## config.mk

```make
export PLATFORM = sky130hd
export DESIGN_NAME = axis_skid_cache
export DESIGN_NICKNAME = d
export VERILOG_FILES = /design/src/rtl/axis_skid_cache_pkg.sv /design/src/rtl/axis_skid_cache_reg.sv /design/src/rtl/axis_skid_cache.sv
export SDC_FILE = /design/constraint.sdc
export NUM_CORES = 1
export LEC_CHECK = 0
export CAP_MARGIN = 5
export CORE_AREA = 2 2 73 75
export CTS_BUF_LIST = sky130_fd_sc_hd__clkbuf_4 sky130_fd_sc_hd__clkbuf_8
export CTS_CLUSTER_SIZE = 30
export DETAILED_ROUTE_END_ITERATION = 10
export DIE_AREA = 0 0 75 77
export PLACE_DENSITY = 0.66
export SLEW_MARGIN = 30
export SYNTH_ARGS = -nofsm -noshare
export SYNTH_HDL_FRONTEND = slang
export SYNTH_HIERARCHICAL = 1
export SYNTH_SLANG_ARGS = --single-unit
```

## constraint.sdc

```tcl
create_clock -name aclk -period 1.9 [get_ports aclk]
set_clock_uncertainty 0.2 [all_clocks]
set_input_delay 0.38 -clock aclk [delete_from_list [all_inputs] [get_ports aclk]]
set_output_delay 0.38 -clock aclk [all_outputs]
set_load 0.02 [all_outputs]
```

## src/rtl/axis_skid_cache_pkg.sv

```systemverilog
// ---------------------------------------------------------------------------
// axis_skid_cache_pkg
// Shared types and default widths for the axis_skid_cache register slice.
//   state_t     : occupancy of the slice (EMPTY, ONE, FULL), 2-bit encoding
//   DSIZE_DEF   : default tdata width
//   CSIZE_DEF   : default width of the output beat counter
//   USIZE_DEF   : default tuser width (AXIS_SKID_CACHE_TUSER_EN builds only)
// ---------------------------------------------------------------------------
package axis_skid_cache_pkg;

   typedef enum logic [1:0] {
      EMPTY = 2'd0,
      ONE   = 2'd1,
      FULL  = 2'd2
   } state_t;

   localparam int DSIZE_DEF = 8;
   localparam int CSIZE_DEF = 16;
   localparam int USIZE_DEF = 1;

endpackage

```

## src/rtl/axis_skid_cache_reg.sv

```systemverilog
// ---------------------------------------------------------------------------
// axis_skid_cache_reg
// One payload register of the skid buffer (tdata + tlast [+ tuser], packed
// into a single vector by the parent). Used twice: main and skid entry.
//   aclk    in  : clock
//   aresetn in  : asynchronous active-low reset, clears the payload to 0
//   load    in  : capture d on the next rising edge (already clock-enabled)
//   d       in  : payload to capture
//   q       out : stored payload
// ---------------------------------------------------------------------------
module axis_skid_cache_reg
   import axis_skid_cache_pkg::*;
#(
   parameter int W = DSIZE_DEF + 1
) (
   input  logic         aclk,
   input  logic         aresetn,
   input  logic         load,
   input  logic [W-1:0] d,
   output logic [W-1:0] q
);

   // Payload holds its value unless the parent explicitly loads it, which is
   // what keeps the output stable while the consumer stalls.
   always_ff @(posedge aclk or negedge aresetn) begin
      if (!aresetn) begin
         q <= '0;
      end else if (load) begin
         q <= d;
      end
   end

endmodule

```

## src/rtl/axis_skid_cache.sv

```systemverilog
// ---------------------------------------------------------------------------
// axis_skid_cache
// Two-entry AXI-Stream register slice. Forward (tdata/tlast/tvalid) and
// backward (tready) paths are both registered, 1 beat/clock sustained.
// Also reports the index of the current output beat within its packet.
//   aclk, aresetn, aclken       : clock, async active-low reset, clock enable
//   s_axis_tdata/tvalid/tlast   : upstream beat
//   s_axis_tready               : upstream ready (registered)
//   m_axis_tdata/tvalid/tlast   : downstream beat (registered)
//   m_axis_tready               : downstream ready
//   m_axis_tcnt                 : beat index in current output packet
// Optional: define AXIS_SKID_CACHE_TUSER_EN to add s_axis_tuser/m_axis_tuser,
// carried alongside tdata through both entries.
// ---------------------------------------------------------------------------
module axis_skid_cache
   import axis_skid_cache_pkg::*;
#(
   parameter int DSIZE = DSIZE_DEF,
   parameter int CSIZE = CSIZE_DEF,
   parameter int USIZE = USIZE_DEF
) (
   input  logic             aclk,
   input  logic             aresetn,
   input  logic             aclken,
   input  logic [DSIZE-1:0] s_axis_tdata,
   input  logic             s_axis_tvalid,
   input  logic             s_axis_tlast,
`ifdef AXIS_SKID_CACHE_TUSER_EN
   input  logic [USIZE-1:0] s_axis_tuser,
   output logic [USIZE-1:0] m_axis_tuser,
`endif
   output logic             s_axis_tready,
   output logic [DSIZE-1:0] m_axis_tdata,
   output logic             m_axis_tvalid,
   output logic             m_axis_tlast,
   input  logic             m_axis_tready,
   output logic [CSIZE-1:0] m_axis_tcnt
);

`ifdef AXIS_SKID_CACHE_TUSER_EN
   localparam bit TUSER_EN = 1'b1;
`else
   localparam bit TUSER_EN = 1'b0;
`endif
   localparam int PW = DSIZE + 1 + (TUSER_EN ? USIZE : 0);

   state_t           state_q;
   state_t           state_d;
   logic             tready_q;
   logic             tvalid_q;
   logic [CSIZE-1:0] cnt_q;
   logic             accept;
   logic             xfer;
   logic             load_main;
   logic             load_skid;
   logic             main_from_skid;
   logic [PW-1:0]    in_payload;
   logic [PW-1:0]    main_d;
   logic [PW-1:0]    main_q;
   logic [PW-1:0]    skid_q;

   // Both handshakes are qualified by aclken so a disabled clock freezes
   // every register below without extra gating.
   assign accept = s_axis_tvalid & tready_q & aclken;
   assign xfer   = tvalid_q & m_axis_tready & aclken;

`ifdef AXIS_SKID_CACHE_TUSER_EN
   assign in_payload = {s_axis_tuser, s_axis_tlast, s_axis_tdata};
`else
   assign in_payload = {s_axis_tlast, s_axis_tdata};
`endif

   // Main entry refills from skid when draining FULL, otherwise from input.
   assign main_d = main_from_skid ? skid_q : in_payload;

   axis_skid_cache_reg #(.W(PW)) u_main (
      .aclk    (aclk),
      .aresetn (aresetn),
      .load    (load_main),
      .d       (main_d),
      .q       (main_q)
   );

   axis_skid_cache_reg #(.W(PW)) u_skid (
      .aclk    (aclk),
      .aresetn (aresetn),
      .load    (load_skid),
      .d       (in_payload),
      .q       (skid_q)
   );

   // Occupancy FSM: decides where an accepted beat lands and when the skid
   // entry drains into main. tready is only ever derived from the next
   // state, so it never sees m_axis_tready combinationally at the output.
   always_comb begin
      state_d        = state_q;
      load_main      = 1'b0;
      load_skid      = 1'b0;
      main_from_skid = 1'b0;
      unique case (state_q)
         EMPTY: begin
            if (accept) begin
               load_main = 1'b1;
               state_d   = ONE;
            end
         end
         ONE: begin
            if (accept && xfer) begin
               load_main = 1'b1;
            end else if (accept) begin
               load_skid = 1'b1;
               state_d   = FULL;
            end else if (xfer) begin
               state_d   = EMPTY;
            end
         end
         FULL: begin
            if (xfer) begin
               load_main      = 1'b1;
               main_from_skid = 1'b1;
               state_d        = ONE;
            end
         end
         default: begin
            state_d = EMPTY;
         end
      endcase
   end

   // State plus registered handshake outputs. tready comes up one clock
   // after reset release because it is only refreshed on enabled edges.
   always_ff @(posedge aclk or negedge aresetn) begin
      if (!aresetn) begin
         state_q  <= EMPTY;
         tready_q <= 1'b0;
         tvalid_q <= 1'b0;
      end else if (aclken) begin
         state_q  <= state_d;
         tready_q <= (state_d != FULL);
         tvalid_q <= (state_d != EMPTY);
      end
   end

   // Beat index of the presented output; restarts after a tlast transfer
   // and wraps naturally at 2^CSIZE.
   always_ff @(posedge aclk or negedge aresetn) begin
      if (!aresetn) begin
         cnt_q <= '0;
      end else if (xfer) begin
         if (m_axis_tlast) begin
            cnt_q <= '0;
         end else begin
            cnt_q <= cnt_q + CSIZE'(1);
         end
      end
   end

   assign s_axis_tready = tready_q;
   assign m_axis_tvalid = tvalid_q;
   assign m_axis_tdata  = main_q[DSIZE-1:0];
   assign m_axis_tlast  = main_q[DSIZE];
   assign m_axis_tcnt   = cnt_q;
`ifdef AXIS_SKID_CACHE_TUSER_EN
   assign m_axis_tuser  = main_q[DSIZE+1 +: USIZE];
`endif

endmodule

```

=== Yosys cells after proc, flatten, opt, wreduce, memory -nomap -nowiden ===
Cells that the tools add are included.

* Register bits: 38
* Latch bits: 0
* RAM bits: 0
* ROM bits: 0
* Input port bits: 14
* Output and inout port bits: 27
* Word-level logic and storage cells: 32
* Memories kept: 0

* Add/subtract/negate cells: 1
* Multiply operators: 0
* Div/mod/pow operators: 0
* Magnitude comparators: 0
* Equal/unequal tests: 3
* Shifts and indexed selects: 0
* Mux-type cells: 15
* Bitwise logic cells: 4
* Reductions and logical operators: 3

{| class="wikitable"
|+ Operator list
! cell !! number
|-
| 16-bit by 1-bit adder with 16-bit output (second input constant) || 1
|-
| 16-bit 2-to-1 mux || 1
|-
| 2-bit 2-to-1 mux || 5
|-
| 9-bit 2-to-1 mux || 1
|-
| 1-bit 2-to-1 mux || 6
|-
| 2-bit one-hot mux with 3 select lines || 1
|-
| 1-bit bitwise AND || 4
|-
| 1-bit one-hot mux with 3 select lines || 1
|-
| 2-bit by 1-bit == test with 1-bit output (second input constant) || 1
|-
| 2-bit == test (second input constant) || 1
|-
| 2-bit logical NOT || 1
|-
| 2-bit != test (second input constant) || 1
|-
| 2-bit nonzero test || 1
|-
| 1-bit logical AND || 1
|}

=== Longest topological paths before layout ===
* Word-level depth: 7
* Mapped depth: 6
* Gate-level depth less buffers: 5

=== Modules after synthesis ===
Netlist, hierarchy kept.

{| class="wikitable"
|+ Modules (own cells, without submodules)
! module !! instances !! cells each !! area each (um^2) !! seq. area each (um^2)
|-
| axis_skid_cache || 1 || 132 || 1198.6 || 500.5
|-
| axis_skid_cache_reg || 2 || 19 || 371.6 || 225.2
|}

=== Least setup slack after synthesis ===
Ideal clock, no wire load.

* Kind: register -> register
* Start: register tvalid_q, in the netlist m_axis_tvalid
* End: register u_main.q[0]
* Library setup time: 125 ps
* Arrival: 1692 ps
* Required time: 1575 ps
* Slack: -117 ps
* Cell stages (with the launch flop): 7
* Buffers on the path: 2
* Clock period less this slack: 2017 ps
* Path through: dfrtp_1 -> and3_1 -> clkbuf_1 -> a21oi_1 -> o21ai_0 -> buf_6 -> mux2_4

* Cells in the longest elaborated chain, start to end: 5
* Elaborated cells between the ends (all ways): 8
* Those cells by class: mux: 5; bitwise: 2; reduce/logical: 1

{| class="wikitable"
|+ RTL lines
! item !! line !! source
|-
| start, declared || axis_skid_cache.sv:50 || <nowiki>logic tvalid_q;</nowiki>
|-
| start signal, assigned || axis_skid_cache.sv:140 || <nowiki>tvalid_q <= (state_d != EMPTY);</nowiki>
|-
| 1-bit bitwise AND * (2 in series) || axis_skid_cache.sv:65 || <nowiki>assign xfer = tvalid_q & m_axis_tready & aclken;</nowiki>
|-
| 1-bit logical AND || axis_skid_cache.sv:108 || <nowiki>if (accept && xfer) begin</nowiki>
|-
| 1-bit 2-to-1 mux || axis_skid_cache.sv:108 ||
|-
| 1-bit one-hot mux with 3 select lines * || axis_skid_cache.sv:100 || <nowiki>unique case (state_q)</nowiki>
|-
| via load_main || axis_skid_cache.sv:54 || <nowiki>logic load_main;</nowiki>
|-
| end signal, assigned || axis_skid_cache_reg.sv:27 || <nowiki>q <= '0;</nowiki>
|-
| end signal, assigned || axis_skid_cache_reg.sv:29 || <nowiki>q <= d;</nowiki>
|-
| end, declared || axis_skid_cache_reg.sv:20 || <nowiki>output logic [W-1:0] q</nowiki>
|}

Mark *: on every way through the listed nets, which the timed path passes. The rest lies on a longest branch.
A chain may end at the register's enable or synchronous reset.

=== Worst setup path in the final report ===
* Start: register u_main.q[4]
* End: output m_axis_tdata[4]

{| class="wikitable"
|+ RTL lines
! item !! line !! source
|-
| end, declared || axis_skid_cache.sv:33 || <nowiki>output logic [DSIZE-1:0] m_axis_tdata,</nowiki>
|}

No word-level cell between the ends.

==> results.toml <==
[drt]
num_vias = 1499
wl_per_cell_um = 12.98
drt-total-wl_um = 3959
drt_first_pass_iters = 4
routed_via_density = 4.915
drtAntennaViolNets = 0
drc = 0
drtIter0Drc = 63

[worst_setup_path]
arrival_ns = 1.27
cp_data_required_time_ns = 1.32
crit_chain = "clkdlybuf4s50_1"
max_stage_delay_ns = 0.61
path_class = "register to output port"
crit_slowest_cell = "clkdlybuf4s50_1"
cp-start-kind = "register"
cp_max_fo = 2
critPathBufInv = 1
crit_family = "buffers and inverters"
crit_path_end_kind = "output port"

[layout]
seq_area_sq_um = 960.9
final.fill_count = 435
drive_above_1_share = 0.3404
multi_input_area_sq_um = 980.9
nets = 249
final_cell_mix = "30 x dfrtp_1, 19 x buf_4, 18 x dlygate4sd2_1, 18 x mux2_4, 17 x clkdlybuf4s50_1"
final_common_cell = "dfrtp_1"
fin_cells = 305
antenna_cells = 0
area_growth_pct = 41.56

[sta]
slew_violations = 0
setup_viol = 0
clock.fmax_mhz = 541.7
hold_viol = 0
max_slew_margin = 0.6862
period_needed_ns = 1.846
timing.final.ws_setup_ns = 0.05387
fin_tns_setup_ns = 0
fin_crit_sh = 0.9716
rsz0062_at_grt = "no"
tightest_slew_ns = 0.4706

[logic_synthesis]
synth-seq-area-share = 0.4897
yosysUniqueCellTypes = 33
yosys_warnings = 6
netlist_top_cells_area = "dfrtp_1 49%, mux2_4 14%, mux2_2 7.0%, nand2_1 2.7%, xnor2_1 2.7%"
yosysTopAreaCellShare = 0.4897
synth_top_area_cell = "dfrtp_1"
syn_area_sq_mm = 0.001942
ys_seq_elements = 38
syn_inst = 170
syn_avg_cell_area_sq_um = 11.42
syn_nets = 185

[global_routing]
grt_pass1_vias = 1497
grt.total_usage = 0.1503
grt_pass1_wl_um = 6741
grt_overflow = 0
antenna_found_initial = 0
grt_max_degree = 39

[floorplan]
design.die.area_sq_mm = 0.005775
die_y_um = 77
start_util = 0.3901
ios = 41
die_w_um = 75
core_sq_mm = 0.004977
rows = 26

[cts]
clock_sinks = 38
insertion_delay_ns = 0.29
clkTransAtPathRegs_ns = 0.07
clockRootBuffer = "clkbuf_8"
cts-htree-levels = 2
tritoncts = "yes"
cts_buffers = 5
clock_path_buffers = 2

[placed_design]
place_ws_ns = -0.5217
gp_congestion = 0.7397
port_buffers = 40
dp.cells = 294
dp_hpwl_um = 2731

[pwr]
p_leak_nw = 1.234
power_frac_seq = 0.372
swShare = 0.3578
fin_total_pwr_mw = 3.786
p_switching_mw = 1.355
peakVddDrop_mv = 0.7634
power.internal_mw = 2.431
pwr-share-comb = 0.474
clkPwrFrac = 0.154
powerDensity_mw_per_mm2 = 1377

[run]
maxCapViolations = 0

[hold_path]
hold_path_class = "register to register"

[run_status]
status = "finished, final reports clean"
==> worst paths after layout <==
path | from | endpoint | slack [ns] | cells past startpoint
setup reg to reg | state_q[1] | u_main/q[4] | 0.08 | 5
min in group asynchronous | aresetn | m_axis_tcnt[14] | 0.47 | 3
setup / recovery | u_main/q[4] | m_axis_tdata[4] | 0.05 | 1
hold / removal | u_skid/q[5] | u_skid/q[5] | 0.31 | 1
max in group asynchronous | aresetn | m_axis_tvalid | 0.68 | 3
hold reg to reg | u_skid/q[5] | u_skid/q[5] | 0.31 | 1
==> final cells by class <==
type / count / area share
clock buffer: 7 / 0.03277
clock inverter: 1 / 0.001821
inverter: 3 / 0.004096
multi-input combinational: 122 / 0.3568
sequential: 38 / 0.3496
tap: 70 / 0.03186
timing repair buffer: 64 / 0.2230
==> routing by layer <==
| layer | up-vias | wire length [um] | GRT usage |
|---|---|---|---|
| met4 | 0 | 51 | 0.05357 |
| met2 | 37 | 1858 | 0.2333 |
| li1 | 742 | - | - |
| met1 | 713 | 1865 | 0.2047 |
| met5 | - | 0 | 0 |
| met3 | 7 | 183 | 0.03154 |
==> registers in the layout (all words and copies together) (netlist names) <==
name	cells
m_axis_tcnt	16
u_main/q	9
u_skid/q	9
state_q	2
m_axis_tvalid	1
s_axis_tready	1
==> metrics by stage <==
step	hold WS [ns]	area [sq um]	utilization
after global routing	0.3222	2749	0.5523
after CTS	0.3084	2724	0.5473
after global placement	0.2644	2582	0.5189
after detailed placement	0.2591	2582	0.5189
after floorplan	-0.1156	1966	-
final	0.3098	2749	0.5523
==> cells in the mapped netlist (all sizes together) <==
cell and number:
a21o 3, nor3 6, inv 3, o311ai 1, and3 1, o221ai 2
o21ai 8, a21oi 6, ha 1, nand3 8, nor4 5, xnor2 6
nand2b 3, mux2i 1, nand2 14, and4 1, or4 2, nor2 11
nand4 3, o31ai 1, nand3b 1, and2 3, o22ai 1, buf 3
mux2 30, dfrtp 38, a31oi 1, or3 3, clkbuf 4
==> power groups by stage <==
| stage | Combinational (mW) | Sequential (mW) | Clock [mW] |
|---|---|---|---|
| after global placement | 1.75 | 1.41 | 0 |
| after detailed placement | 1.79 | 1.41 | 0 |
| after floorplan | 0.803 | 1.63 | 0 |
| after global routing | 1.94 | 1.46 | 0.638 |
| final | 1.79 | 1.41 | 0.584 |
| after CTS | 1.79 | 1.41 | 0.607 |
==> kinds of logic after synthesis <==
group                    Yosys count  share of synthesized area
adder cells (fa/ha/maj)            1                   0.006442
AO/OA/AOI/OAI                     23                    0.07153
multiplexers                      31                     0.2139
AND/OR/NAND/NOR                   61                     0.1637
buffers and inverters             10                    0.02770
flip-flops                        38                     0.4897
XOR/XNOR                           6                    0.02706
==> what timing repair did <==
action / 4_1_cts / 5_1_grt
gates cloned: 1 / 0
setup buffers: 0 / 1
endpoints found under the setup margin: 38 / 9
gates resized for setup: 26 / 7
endpoints found under the hold margin: 38 / 0
hold buffers: 1 / 0
pin swaps: 0 / 0
No activity file was read; power rests on OpenSTA's default activity.
